--- config.mk ---
export PLATFORM = sky130hd
export DESIGN_NAME = muldiv_unit
export DESIGN_NICKNAME = d
export VERILOG_FILES = /design/src/rtl/muldiv_pkg.sv /design/src/rtl/md_sign_adjust.sv /design/src/rtl/muldiv_unit.sv
export SDC_FILE = /design/constraint.sdc
export NUM_CORES = 1
export LEC_CHECK = 0
export CAP_MARGIN = 20
export CORE_ASPECT_RATIO = 1.1
export CORE_MARGIN = 2
export CORE_UTILIZATION = 30
export CTS_BUF_LIST = sky130_fd_sc_hd__clkbuf_8 sky130_fd_sc_hd__clkbuf_16
export DETAILED_ROUTE_END_ITERATION = 8
export MAX_ROUTING_LAYER = met4
export SYNTH_ARGS = -nofsm -noshare
export SYNTH_HDL_FRONTEND = slang
export SYNTH_SLANG_ARGS = --single-unit
--- constraint.sdc ---
create_clock -name clk -period 7.4 [get_ports clk]
set_input_delay 1.48 -clock clk [delete_from_list [all_inputs] [get_ports clk]]
set_output_delay 1.48 -clock clk [all_outputs]
set_load 0.02 [all_outputs]
--- src/rtl/muldiv_pkg.sv ---
// Shared types and constants for the iterative multiply/divide unit.
// Also holds the helper that decides whether an op code occupies the iterator.
package muldiv_pkg;

    typedef enum logic [2:0] {
        MD_MULT  = 3'd0,
        MD_MULTU = 3'd1,
        MD_DIV   = 3'd2,
        MD_DIVU  = 3'd3,
        MD_MTHI  = 3'd4,
        MD_MTLO  = 3'd5
    } md_op_t;

    typedef enum logic [1:0] {
        IDLE = 2'd0,
        RUN  = 2'd1,
        FIX  = 2'd2
    } md_state_t;

    localparam int MD_ITER = 32;

    // Ops that occupy the iterator; MTHI/MTLO and the reserved codes do not.
    function automatic logic isMultiCycle(input logic [2:0] opCode);
        return (opCode == MD_MULT) || (opCode == MD_MULTU) ||
               (opCode == MD_DIV)  || (opCode == MD_DIVU);
    endfunction

endpackage

--- src/rtl/md_sign_adjust.sv ---
// Turns the unsigned magnitude result of the iterator into the architectural HI/LO
// values: two's-complement sign fix-up plus the divide-by-zero forced result.
module md_sign_adjust
    import muldiv_pkg::*;
#(
    parameter int XLEN = MD_ITER
) (
    input  logic [2:0]      op_i,
    input  logic [XLEN-1:0] magHi_i,
    input  logic [XLEN-1:0] magLo_i,
    input  logic            signA_i,
    input  logic            signB_i,
    input  logic            divZero_i,
    input  logic [XLEN-1:0] aRaw_i,
    output logic [XLEN-1:0] hi_o,
    output logic [XLEN-1:0] lo_o,
    output logic            dbz_o
);

    logic                  negResult;
    logic [2*XLEN-1:0]     product;

    assign negResult = signA_i ^ signB_i;

    // Sign flags are only ever set for signed ops, so unsigned ops pass through untouched.
    always_comb begin
        hi_o    = magHi_i;
        lo_o    = magLo_i;
        dbz_o   = 1'b0;
        product = {magHi_i, magLo_i};
        case (op_i)
            MD_MULT, MD_MULTU: begin
                if (negResult) begin
                    product = -product;
                end
                hi_o = product[2*XLEN-1:XLEN];
                lo_o = product[XLEN-1:0];
            end
            MD_DIV, MD_DIVU: begin
                if (divZero_i) begin
                    lo_o  = '1;
                    hi_o  = aRaw_i;
                    dbz_o = 1'b1;
                end else begin
                    lo_o = negResult ? -magLo_i : magLo_i;
                    hi_o = signA_i   ? -magHi_i : magHi_i;
                end
            end
            default: begin
            end
        endcase
    end

endmodule

--- src/rtl/muldiv_unit.sv ---
// Radix-2 shift-add multiplier / restoring divider owning the HI/LO registers.
// One result bit per cycle: IDLE -> RUN (XLEN cycles) -> FIX (sign fix-up, HI/LO load).
module muldiv_unit
    import muldiv_pkg::*;
#(
    parameter int XLEN = MD_ITER
) (
    input  logic            clk,
    input  logic            rst,
    input  logic            start,
    input  logic [2:0]      op,
    input  logic [XLEN-1:0] a,
    input  logic [XLEN-1:0] b,
    input  logic            flush,
    output logic            busy,
    output logic            stall,
    output logic            done,
    output logic            dbz,
    output logic [XLEN-1:0] hi,
    output logic [XLEN-1:0] lo
);

    localparam int CW = $clog2(XLEN);

    md_state_t       state_q, state_d;
    logic [CW-1:0]   cnt_q, cnt_d;
    logic [XLEN-1:0] acc_q, acc_d;
    logic [XLEN-1:0] mq_q, mq_d;
    logic [XLEN-1:0] opnd_q, opnd_d;
    logic [XLEN-1:0] aRaw_q, aRaw_d;
    md_op_t          opCode_q, opCode_d;
    logic            signA_q, signA_d;
    logic            signB_q, signB_d;
    logic            divZero_q, divZero_d;
    logic [XLEN-1:0] hi_q, hi_d;
    logic [XLEN-1:0] lo_q, lo_d;
    logic            done_q, done_d;
    logic            dbz_q, dbz_d;

    md_op_t          opIn;
    logic            signedIn, divIn, aNeg, bNeg, divRun;
    logic [XLEN-1:0] magA, magB;
    logic [XLEN:0]   mulSum, divShift;
    logic [XLEN-1:0] adjHi, adjLo;
    logic            adjDbz;

    assign opIn     = md_op_t'(op);
    assign signedIn = (opIn == MD_MULT) || (opIn == MD_DIV);
    assign divIn    = (opIn == MD_DIV) || (opIn == MD_DIVU);
    assign aNeg     = signedIn & a[XLEN-1];
    assign bNeg     = signedIn & b[XLEN-1];
    assign magA     = aNeg ? -a : a;
    assign magB     = bNeg ? -b : b;
    assign divRun   = (opCode_q == MD_DIV) || (opCode_q == MD_DIVU);

    // Multiply: {acc, mq} shifts right with the carry-out of the conditional add.
    // Divide: {acc, mq} shifts left; acc is the partial remainder, mq collects quotient bits.
    assign mulSum   = {1'b0, acc_q} + (mq_q[0] ? {1'b0, opnd_q} : '0);
    assign divShift = {acc_q, mq_q[XLEN-1]};

    md_sign_adjust #(.XLEN(XLEN)) u_sign_adjust (
        .op_i      (opCode_q),
        .magHi_i   (acc_q),
        .magLo_i   (mq_q),
        .signA_i   (signA_q),
        .signB_i   (signB_q),
        .divZero_i (divZero_q),
        .aRaw_i    (aRaw_q),
        .hi_o      (adjHi),
        .lo_o      (adjLo),
        .dbz_o     (adjDbz)
    );

    always_ff @(posedge clk or posedge rst) begin
        if (rst) begin
            state_q   <= IDLE;
            cnt_q     <= '0;
            acc_q     <= '0;
            mq_q      <= '0;
            opnd_q    <= '0;
            aRaw_q    <= '0;
            opCode_q  <= MD_MULT;
            signA_q   <= 1'b0;
            signB_q   <= 1'b0;
            divZero_q <= 1'b0;
            hi_q      <= '0;
            lo_q      <= '0;
            done_q    <= 1'b0;
            dbz_q     <= 1'b0;
        end else begin
            state_q   <= state_d;
            cnt_q     <= cnt_d;
            acc_q     <= acc_d;
            mq_q      <= mq_d;
            opnd_q    <= opnd_d;
            aRaw_q    <= aRaw_d;
            opCode_q  <= opCode_d;
            signA_q   <= signA_d;
            signB_q   <= signB_d;
            divZero_q <= divZero_d;
            hi_q      <= hi_d;
            lo_q      <= lo_d;
            done_q    <= done_d;
            dbz_q     <= dbz_d;
        end
    end

    // A flush always beats whatever the current state would otherwise do, including a start in IDLE.
    always_comb begin
        state_d   = state_q;
        cnt_d     = cnt_q;
        acc_d     = acc_q;
        mq_d      = mq_q;
        opnd_d    = opnd_q;
        aRaw_d    = aRaw_q;
        opCode_d  = opCode_q;
        signA_d   = signA_q;
        signB_d   = signB_q;
        divZero_d = divZero_q;
        hi_d      = hi_q;
        lo_d      = lo_q;
        done_d    = 1'b0;
        dbz_d     = dbz_q;
        case (state_q)
            IDLE: begin
                if (start && !flush) begin
                    case (opIn)
                        MD_MULT, MD_MULTU, MD_DIV, MD_DIVU: begin
                            state_d   = RUN;
                            cnt_d     = '0;
                            acc_d     = '0;
                            mq_d      = divIn ? magA : magB;
                            opnd_d    = divIn ? magB : magA;
                            aRaw_d    = a;
                            opCode_d  = opIn;
                            signA_d   = aNeg;
                            signB_d   = bNeg;
                            divZero_d = (b == '0);
                        end
                        MD_MTHI: begin
                            hi_d   = a;
                            done_d = 1'b1;
                            dbz_d  = 1'b0;
                        end
                        MD_MTLO: begin
                            lo_d   = a;
                            done_d = 1'b1;
                            dbz_d  = 1'b0;
                        end
                        default: begin
                        end
                    endcase
                end
            end
            RUN: begin
                if (divRun) begin
                    if (divShift >= {1'b0, opnd_q}) begin
                        acc_d = divShift[XLEN-1:0] - opnd_q;
                        mq_d  = {mq_q[XLEN-2:0], 1'b1};
                    end else begin
                        acc_d = divShift[XLEN-1:0];
                        mq_d  = {mq_q[XLEN-2:0], 1'b0};
                    end
                end else begin
                    acc_d = mulSum[XLEN:1];
                    mq_d  = {mulSum[0], mq_q[XLEN-1:1]};
                end
                cnt_d = cnt_q + 1'b1;
                if (cnt_q == CW'(XLEN - 1)) begin
                    state_d = FIX;
                    cnt_d   = '0;
                end
                if (flush) begin
                    state_d = IDLE;
                    cnt_d   = '0;
                end
            end
            FIX: begin
                state_d = IDLE;
                if (!flush) begin
                    hi_d   = adjHi;
                    lo_d   = adjLo;
                    dbz_d  = adjDbz;
                    done_d = 1'b1;
                end
            end
            default: begin
                state_d = IDLE;
            end
        endcase
    end

    assign busy  = (state_q != IDLE);
    assign stall = busy | (start & (state_q == IDLE) & isMultiCycle(op));
    assign done  = done_q;
    assign dbz   = dbz_q;
    assign hi    = hi_q;
    assign lo    = lo_q;

endmodule

Word-level counts from Yosys, hierarchy flattened
Index checks and enable logic that the tools add are counted.

Add/subtract/negate cells: 8. Magnitude comparators: 1. Equality and inequality tests: 18. Muxes and demuxes: 50. Bitwise gates (word level): 6. Reductions and logical operators: 25.

Operators with widths (number): $mux 32 (22); $pmux 32 s2 (6); $neg 32->32 (4); $mux 64 (1); $neg 64->64 (1); $add 32x32->33 (1); $ge 33x32->1 (1); $logic_not 32->1 (1); $sub 32x32->32 (1); $mux 5 (4); $eq 3x2->1 const B (4); $reduce_and 4->1 (3); $pmux 5 s2 (1); $mux 1 (9); $reduce_and 3->1 (3); $mux 2 (4); $eq 3x1->1 const B (2); $eq 3x3->1 const B (2); $logic_not 3->1 (2); $logic_or 1x1->1 (6); $ne 2x1->1 const B (3); $ne 2x2->1 const B (3); $reduce_bool 2->1 (3); $reduce_or 2->1 (3); 14 further kinds (18).

Flip-flop bits (word level): 207. Logic and storage cells: 122.

Longest topological paths before layout
Gate-level depths: netlist (run 1).

Depth in word-level cells: 8. Depth in mapped cells: 16.

By module
Synthesis (run 1) repeated with hierarchy kept, for this count alone.

Cells, all modules: 2379. Area total of the unflattened synthesis: 18158.7 µm².

By module, submodules not included: muldiv_unit (instances 1, cells each 1815, area each 14855.5 µm², seq. area each 5180.0 µm²); md_sign_adjust (instances 1, cells each 564, area each 3303.2 µm², seq. area each 0.0 µm²).

Worst setup path before layout (run 1)
Ideal clock, no wire load.

Path kind: input port to flip-flop. From: in b[10]. To: reg mq_q[29]. Setup time: 0.135 ns. Data arrival time: 3.473 ns. Required time: 7.265 ns. Path slack: 3.792 ns. Stages on the path: 10. Path through: or4_1 nor3_1 nor2b_1 and2_1 nand2_1 o41ai_1 xor2_1 a21oi_1 a21oi_1 o21ai_0.

Cells in the longest elaborated chain, start to end: 6.

RTL lines: start: declaration (RTL line muldiv_unit.sv:13) `input logic [XLEN-1:0] b,`; $neg 32->32 (RTL line muldiv_unit.sv:53) `assign magB = bNeg ? -b : b;`; $mux 32 (RTL line muldiv_unit.sv:53); $mux 32 (RTL line muldiv_unit.sv:132) `mq_d = divIn ? magA : magB;`; $mux 32 (RTL line muldiv_unit.sv:127) `case (opIn)`; $mux 32 (RTL line muldiv_unit.sv:126) `if (start && !flush) begin`; $pmux 32 s2 (RTL line muldiv_unit.sv:124) `case (state_q)`; end signal: assignment (RTL line muldiv_unit.sv:94) `mq_q <= mq_d;`; end: declaration (RTL line muldiv_unit.sv:28) `logic [XLEN-1:0] mq_q, mq_d;`.

No other way between the ends. The select of a mux whose other input is x is not followed. A chain may end at the register's enable or synchronous reset.

Worst setup path in the final report (run 1)
From: reg mq_q[0]. To: reg acc_q[30].

Cells in the longest elaborated chain, start to end: 4.

RTL lines: $mux 32 (RTL line muldiv_unit.sv:58) `assign mulSum = {1'b0, acc_q} + (mq_q[0] ? {1'b0, opnd_q} : '0);`; $add 32x32->33 (RTL line muldiv_unit.sv:58); $mux 32 (RTL line muldiv_unit.sv:156) `if (divRun) begin`; $pmux 32 s2 (RTL line muldiv_unit.sv:124); end signal: assignment (RTL line muldiv_unit.sv:78) `acc_q <= '0;`; end signal: assignment (RTL line muldiv_unit.sv:93) `acc_q <= acc_d;`; end: declaration (RTL line muldiv_unit.sv:27) `logic [XLEN-1:0] acc_q, acc_d;`.

No other way between the ends.

==> results of run 1 <==
flip-flops by register name, summed over array words and instances (netlist names), 2 cells and up:
register and flops:
aRaw_q 32, acc_q 32, hi 32, lo 32, mq_q 32, opnd_q 32, cnt_q 5, opCode_q 2
state_q 2
per-stage QoR:
| step | std cells | instance area, um^2 | hold slack, ps | power, uW | setup slack (ps) |
|---|---|---|---|---|---|
| 2_1_floorplan | 2327 | 17500 | 450 | 4440 | 296 |
| 3_3_place_gp | 3073 | 19500 | 464 | 5620 | 2770 |
| 3_5_place_dp | 3073 | 19500 | 466 | 5660 | 2790 |
| 4_1_cts | 3118 | 20400 | 479 | 7040 | 3030 |
| 5_1_grt | 3119 | 20400 | 500 | 7540 | 2820 |
| 6_report | 3120 | 20400 | 478 | 7100 | 2960 |
kinds of logic (layout without fill, tap and decap cells):
kind of cell / after synthesis / count (layout) / share of synthesized area
other: 0 / 1 / 0
DFF: 206 / 206 / 0.294
buffers and inverters: 258 / 298 / 0.0567
AOI/OAI and AO/OA: 772 / 772 / 0.272
xor gates and xnor gates: 172 / 172 / 0.0860
adders and majority gates: 72 / 72 / 0.0523
muxes: 51 / 51 / 0.0314
and+or+nand+nor: 796 / 796 / 0.207
layout make-up:
class / instances / area [um^2]
Inverter: 77 / 297
Sequential cell: 206 / 5160
Timing Repair Buffer: 176 / 1670
Fill cell: 6101 / 37200
Tap cell: 752 / 941
Multi-Input combinational cell: 1863 / 11400
Clock inverter: 13 / 139
Clock buffer: 32 / 744
Antenna cell: 1 / 2.50
placed cells by master, fill, tap and decap left out, types with 27 or more instances in the layout:
cell               n
nand2_1          310
a21oi_1          256
nor2_1           248
dfrtp_1          205
o21ai_0          180
clkdlybuf4s50_1  138
xnor2_1           92
xor2_1            80
inv_1             77
ha_1              70
nand3_1           43
nor3_1            41
a31oi_1           39
buf_4             37
a21o_1            35
o22ai_1           32
mux2_2            31
o211ai_1          30
clkbuf_16         27
critical path, delay by kind of cell, from the launching register on:
family          cells  cell delay (ps)
compound gates      9             2490
flops               1              500
fa+ha+maj           1              370
simple gates        2              290
buf+inv             2              690
final timing paths:
path,slack (ps),startpoint,end,depth (start not counted)
setup / recovery,2960,mq_q[0],acc_q[30],14
hold / removal,480,opnd_q[11],opnd_q[11],2
setup reg to reg,2960,mq_q[0],acc_q[30],14
hold reg to reg,480,opnd_q[11],opnd_q[11],2
max in group asynchronous,4580,rst,divZero_q,3
min in group asynchronous,1450,rst,lo[18],2
layer usage:
layer / up-vias / share of wire / track usage
li1: 8363 / - / -
met1: 8688 / 0.40 / 0.307
met2: 872 / 0.47 / 0.389
met3: 196 / 0.069 / 0.0263
met4: 0 / 0.065 / 0.131
met5: - / 0 / -
power by group through the flow:
stage | clock, uW | sequential [uW] | combinational [uW]
2_1_floorplan | 0 | 1730 | 2710
3_3_place_gp | 0 | 1940 | 3680
3_5_place_dp | 0 | 1950 | 3720
4_1_cts | 1370 | 1930 | 3740
5_1_grt | 1420 | 1970 | 4150
6_report | 1350 | 1950 | 3800
==> results.md, run 1 <==
* Outcome: finished, final reports clean
* CTS Root Buffer Type: clkbuf_16
* Largest net degree at the start of global routing at between 100 and 150
* Die area at 60300 um^2
* Ranking of synthesized cells by area: dfrtp_1 (29%), a21oi_1 (7.3%), nand2_1 (6.7%)
* Clock share of power at 0.190
* Setup TNS at 0 ps
* Crit Path Max Fanout at 25
* Final wirelength at about 73 mm
* Logic pwr share at 0.536
* Worst path required time at approximately 7900 ps
* Max Cap Viol at 0
* I/O pins at about 140
* Starting Density at 0.304
* Slew @ Worst Pin at approximately 1200 ps
* Critical path's slowest cell: o311ai_1
* Placer congestion estimate at ~0.94
* Net Switching at between 3000 and 4000 uW
* Post-synth EDFFs at 0
* Pleak at 0.00841 uW
* # port buffers at about 140
* Crit path time final at approximately 4400 ps
* Hold WC Path Type: flop to flop
* RSZ-0062 raised after global routing: no
* Total gr overflow at 0
* FP Rows at about 90
* CTS resizes at 0
* Post-DRT Antenna Nets at 0
* Iter 0 DRT Violations at roughly 1.9k
* Clock transition at the registers of the reported paths at roughly 60 ps
* CTS H-Tree Depth at 1
* Seq pwr share at 0.274
* Max Slew Vio Count at 0
* CP Class: flop to flop
* Die Ht at 257 um
* Synth top area share at 0.294
* Yosys cell types at 82
* # DRC at 0
* Synth Flop Type: dfrtp_1
* Finished Core Util at 0.354
* Commonest cells in the netlist: nand2_1 (311), a21oi_1 (256), nor2_1 (249), dfrtp_1 (206), o21ai_0 (182)
* CTS Hold Bufs at 0
* Switching share of power at 0.474
* Relative slew margins at 0.210
* CORE AREA at ~58000 um^2
* Overall Global Routing Usage at 0.246
* Fmax at around 230 MHz
* Kind of start point of the critical path: flop
* Layout Nets at ~2.5k
* Post-synthesis sequential area ratio at 0.294
* Global-route wire length before repair at ~110 mm
* Synth Cell Area at about 18000 um^2
* Endpoints failing setup at 0
* Die X at between 200 and 250 um
* P_int at between 3000 and 4000 uW
* Initial antenna violation count at 0
* Syn. warnings at 0
* Final hold violations at 0
* Synth Register Bits at a little over 200
* Pwr per Cell Area at between 300 and 400 nW/um^2
* Peak VDD IR at around 0.17 mV
* DR pass1 iterations at 5
* Layout cells sized above 1 at 0.0625
* Post-synth top area cell: dfrtp_1
* Total CTS buffers at 26
* Critical Path, Cell by Cell: inv_1 > buf_4 > nor2_1 > ha_1 > a21oi_1 > a21boi_0 > o311ai_1 > a31oi_1 > o31a_1 > a41o_1 > a21oi_1 > o31ai_1 > and3_1 > o31ai_1
* Via/cell ratio at approximately 5.8
* Syn_nets at approximately 2.5k
* Crit. End Element: flop
* Crit path DAT at 4910 ps
* Most common cell in the synthesized netlist: nand2_1
* Delay of the slowest critical-path stage at about 510 ps
* Syn avg cell area at approximately 7.5 um^2
* DPL Wire Length at ~54 mm
* P&R area growth vs syn at 16.4%
* Post-CTS Setup Inserts at 0
* TritonCTS clock tree: done
* Post-synth ARST share at 1.00
* Wirelength per Cell at 23.4 um
* Fin crit share at 0.600
* Worst skew pair latency at ~570 ps
* Sink Count at about 200
* Longest Clk Path Bufs at 3
* Vias at about 18k
* Clock skew at 26.2 ps
* Gate count of the mapped netlist at about 2.3k
* Vias in the first global route at 17.3k
Power figures use the tool's default switching activity.
==> run 2, diff against run 1 <==
==> constraint.sdc (replaced) <==
create_clock -name clk -period 3.8 [get_ports clk]
set_input_delay 0.76 -clock clk [delete_from_list [all_inputs] [get_ports clk]]
set_output_delay 0.76 -clock clk [all_outputs]
set_load 0.02 [all_outputs]
==> results.md, run 2 (same netlist as run 1, synthesis figures left out) <==
* R2R Path Start: mq_q[8]
* # port buffers at 138 (unchanged)
* Critical Path, Cell by Cell: or4_4 > nor4_4 > nor4b_4 > nand3_1 > nand2b_1 > or4_1 > o2111ai_1 > o22ai_1
* Iter 0 DRT Violations at 1960 (+5.0%)
* Dpl ws at 146 ps (-2640 ps)
* Via/cell ratio at 5.71 (-1.6%)
* Outcome: finished, final reports clean
* Vias in the first global route at 17.9k (+3.5%)
* P_int at 7900 uW (+110%)
* Sink Count at 206 (unchanged)
* Setup TNS at 0 ps (unchanged)
* Longest Clk Path Bufs at 3 (unchanged)
* Overall Global Routing Usage at 0.261 (+0.0155)
* I/O pins at 139 (unchanged)
* Logic pwr share at 0.583 (+0.047)
* Crit Path Max Fanout at 13 (-48%)
* Pleak at 0.00917 uW (+9.0%)
* Worst skew pair latency at 590 ps (+20 ps)
* Post-DRT Antenna Nets at 0 (unchanged)
* Die Ht at 257 um (unchanged)
* Layout Nets at 2638 (+5.8%)
* Total gr overflow at 0 (unchanged)
* Fin crit share at 0.956 (+0.357)
* Global-route wire length before repair at 116 mm (+5.1%)
* TritonCTS clock tree: done
* Most frequent cells in the layout: nand2_1 (310), a21oi_1 (256), nor2_1 (248)
* CTS Hold Bufs at 0 (unchanged)
* CTS H-Tree Depth at 1 (unchanged)
* Placer congestion estimate at 0.998 (+6.0%)
* RSZ-0062 raised after global routing: no
* Die area at 60300 um^2 (unchanged)
* Clock transition at the registers of the reported paths at 60 ps (about the same)
* Clock share of power at 0.194 (+0.004)
* CTS Root Buffer Type: clkbuf_16
* Max Cap Viol at 0 (unchanged)
* Beginning of the critical path: mq_q[8]
* Worst path bufs/invs at 0 (-2)
* Worst hold start: opnd_q[3]
* P&R area growth vs syn at 23.7%
* # DRC at 0 (unchanged)
* Kind of start point of the critical path: flop
* Switching share of power at 0.466 (-0.00836)
* Vias at 18.7k (+3.1%)
* FP Rows at 92 (unchanged)
* Starting Density at 0.304 (unchanged)
* Seq pwr share at 0.223 (-0.051)
* Clock skew at 12.8 ps (-13.4 ps)
* Diodes inserted at 0 (-1)
* Fmax at 275 MHz (+22%)
* Layout cells sized above 1 at 0.120 (+0.0579)
* Slew @ Worst Pin at 878 ps (-303 ps)
* Wirelength per Cell at 23.9 um (+2.2%)
* CORE AREA at 57600 um^2 (unchanged)
* CP Class: flop to flop
* Crit path DAT at 4090 ps (-820 ps)
* Worst path required time at 4260 ps (-3610 ps)
* Peak VDD IR at 0.417 mV (+140%)
* Endpoints failing setup at 0 (unchanged)
* Relative slew margins at 0.415 (+0.205)
* Commonest non-fill, non-tap cell in the layout: nand2_1
* Total CTS buffers at 27 (+3.8%)
* Largest net degree at the start of global routing at 69 (-32%)
* Fin worst setup slack at 165 ps (-2800 ps)
* Hold WC Path Type: flop to flop
* Final hold violations at 0 (unchanged)
* Net Switching at 6890 uW (+100%)
* Crit. End Element: flop
* Pwr per Cell Area at 683 nW/um^2 (+96%)
* Die X at 234 um (unchanged)
* DPL Wire Length at 59.9 mm (+11%)
* Delay of the slowest critical-path stage at 610 ps (+100 ps)
* Initial antenna violation count at 0 (unchanged)
* Critical path's slowest cell: or4_4
* DR pass1 iterations at 5 (unchanged)
* Cell family with most CP delay: simple AND/OR/NAND/NOR gates
* Final wirelength at 78.2 mm (+7.0%)
* FILL cells at 5970 (-2.1%)
* Max Slew Vio Count at 0 (unchanged)
* Finished Core Util at 0.376 (+0.0220)
* Crit path time final at 3630 ps (-805 ps)
-- run 2: area by class of cell --
| type | instances | area, um^2 | share of cell area |
|---|---|---|---|
| Multi-Input combinational cell | 1863 | 11400 | 0.529 |
| Clock inverter | 15 | 204 | 0.00942 |
| Timing Repair inverter | 1 | 5.00 | 0.000231 |
| Timing Repair Buffer | 319 | 2820 | 0.130 |
| Inverter | 77 | 297 | 0.0137 |
| Sequential cell | 206 | 5160 | 0.238 |
| Tap cell | 752 | 941 | 0.0435 |
| Clock buffer | 35 | 786 | 0.0363 |
-- run 2: repair_timing --
item	in CTS	in global routing
buffers inserted	0	1
setup endpoints to repair	0	3
resized for setup	0	4
endpoints found under the hold margin	0	0
-- run 2: power by group through the flow --
stage,sequential [uW],combinational [uW],clock [uW]
6_report,3300,8620,2870
5_1_grt,3360,9270,2980
4_1_cts,3290,8430,2910
3_5_place_dp,3320,8380,0
3_3_place_gp,3310,8330,0
2_1_floorplan,3380,5270,0
-- run 2: worst register-to-register path: stages, from the launching register on --
cell and delay [ps]:
dfrtp_1 390, or4_4 610, nor4_4 370, nor4b_4 340, nand3_1 350, nand2b_1 570, or4_1 610, o2111ai_1 160
o22ai_1 120
-- run 2: path summary, 6_finish.rpt --
check | end | slack, ps | depth (start not counted)
min in group asynchronous | lo[27] | 550 | 2
max in group asynchronous | mq_q[0] | 2210 | 3
min reg2reg | opnd_q[3] | 480 | 2
min | opnd_q[3] | 480 | 2
max reg2reg | hi[24] | 170 | 8
max | hi[24] | 170 | 8
-- run 2: metrics by stage --
| stage | cells | hold slack, ps | total power [uW] | instance area [um^2] |
|---|---|---|---|---|
| after detailed placement | 3215 | 470 | 11700 | 20600 |
| after CTS | 3265 | 484 | 14600 | 21600 |
| after global placement | 3215 | 463 | 11600 | 20600 |
| after global routing | 3268 | 497 | 15600 | 21700 |
| final | 3268 | 480 | 14800 | 21700 |
| after floorplan | 2327 | 450 | 8650 | 17500 |
-- run 2: layer usage --
| metal | vias up | GRT usage | wire (um) | share of wire |
|---|---|---|---|---|
| met2 | 817 | 0.414 | 36100 | 0.46 |
| met3 | 177 | 0.0270 | 5090 | 0.065 |
| met5 | - | - | 0 | 0 |
| met1 | 9029 | 0.332 | 32100 | 0.41 |
| met4 | 0 | 0.126 | 4860 | 0.062 |
| li1 | 8649 | - | - | - |
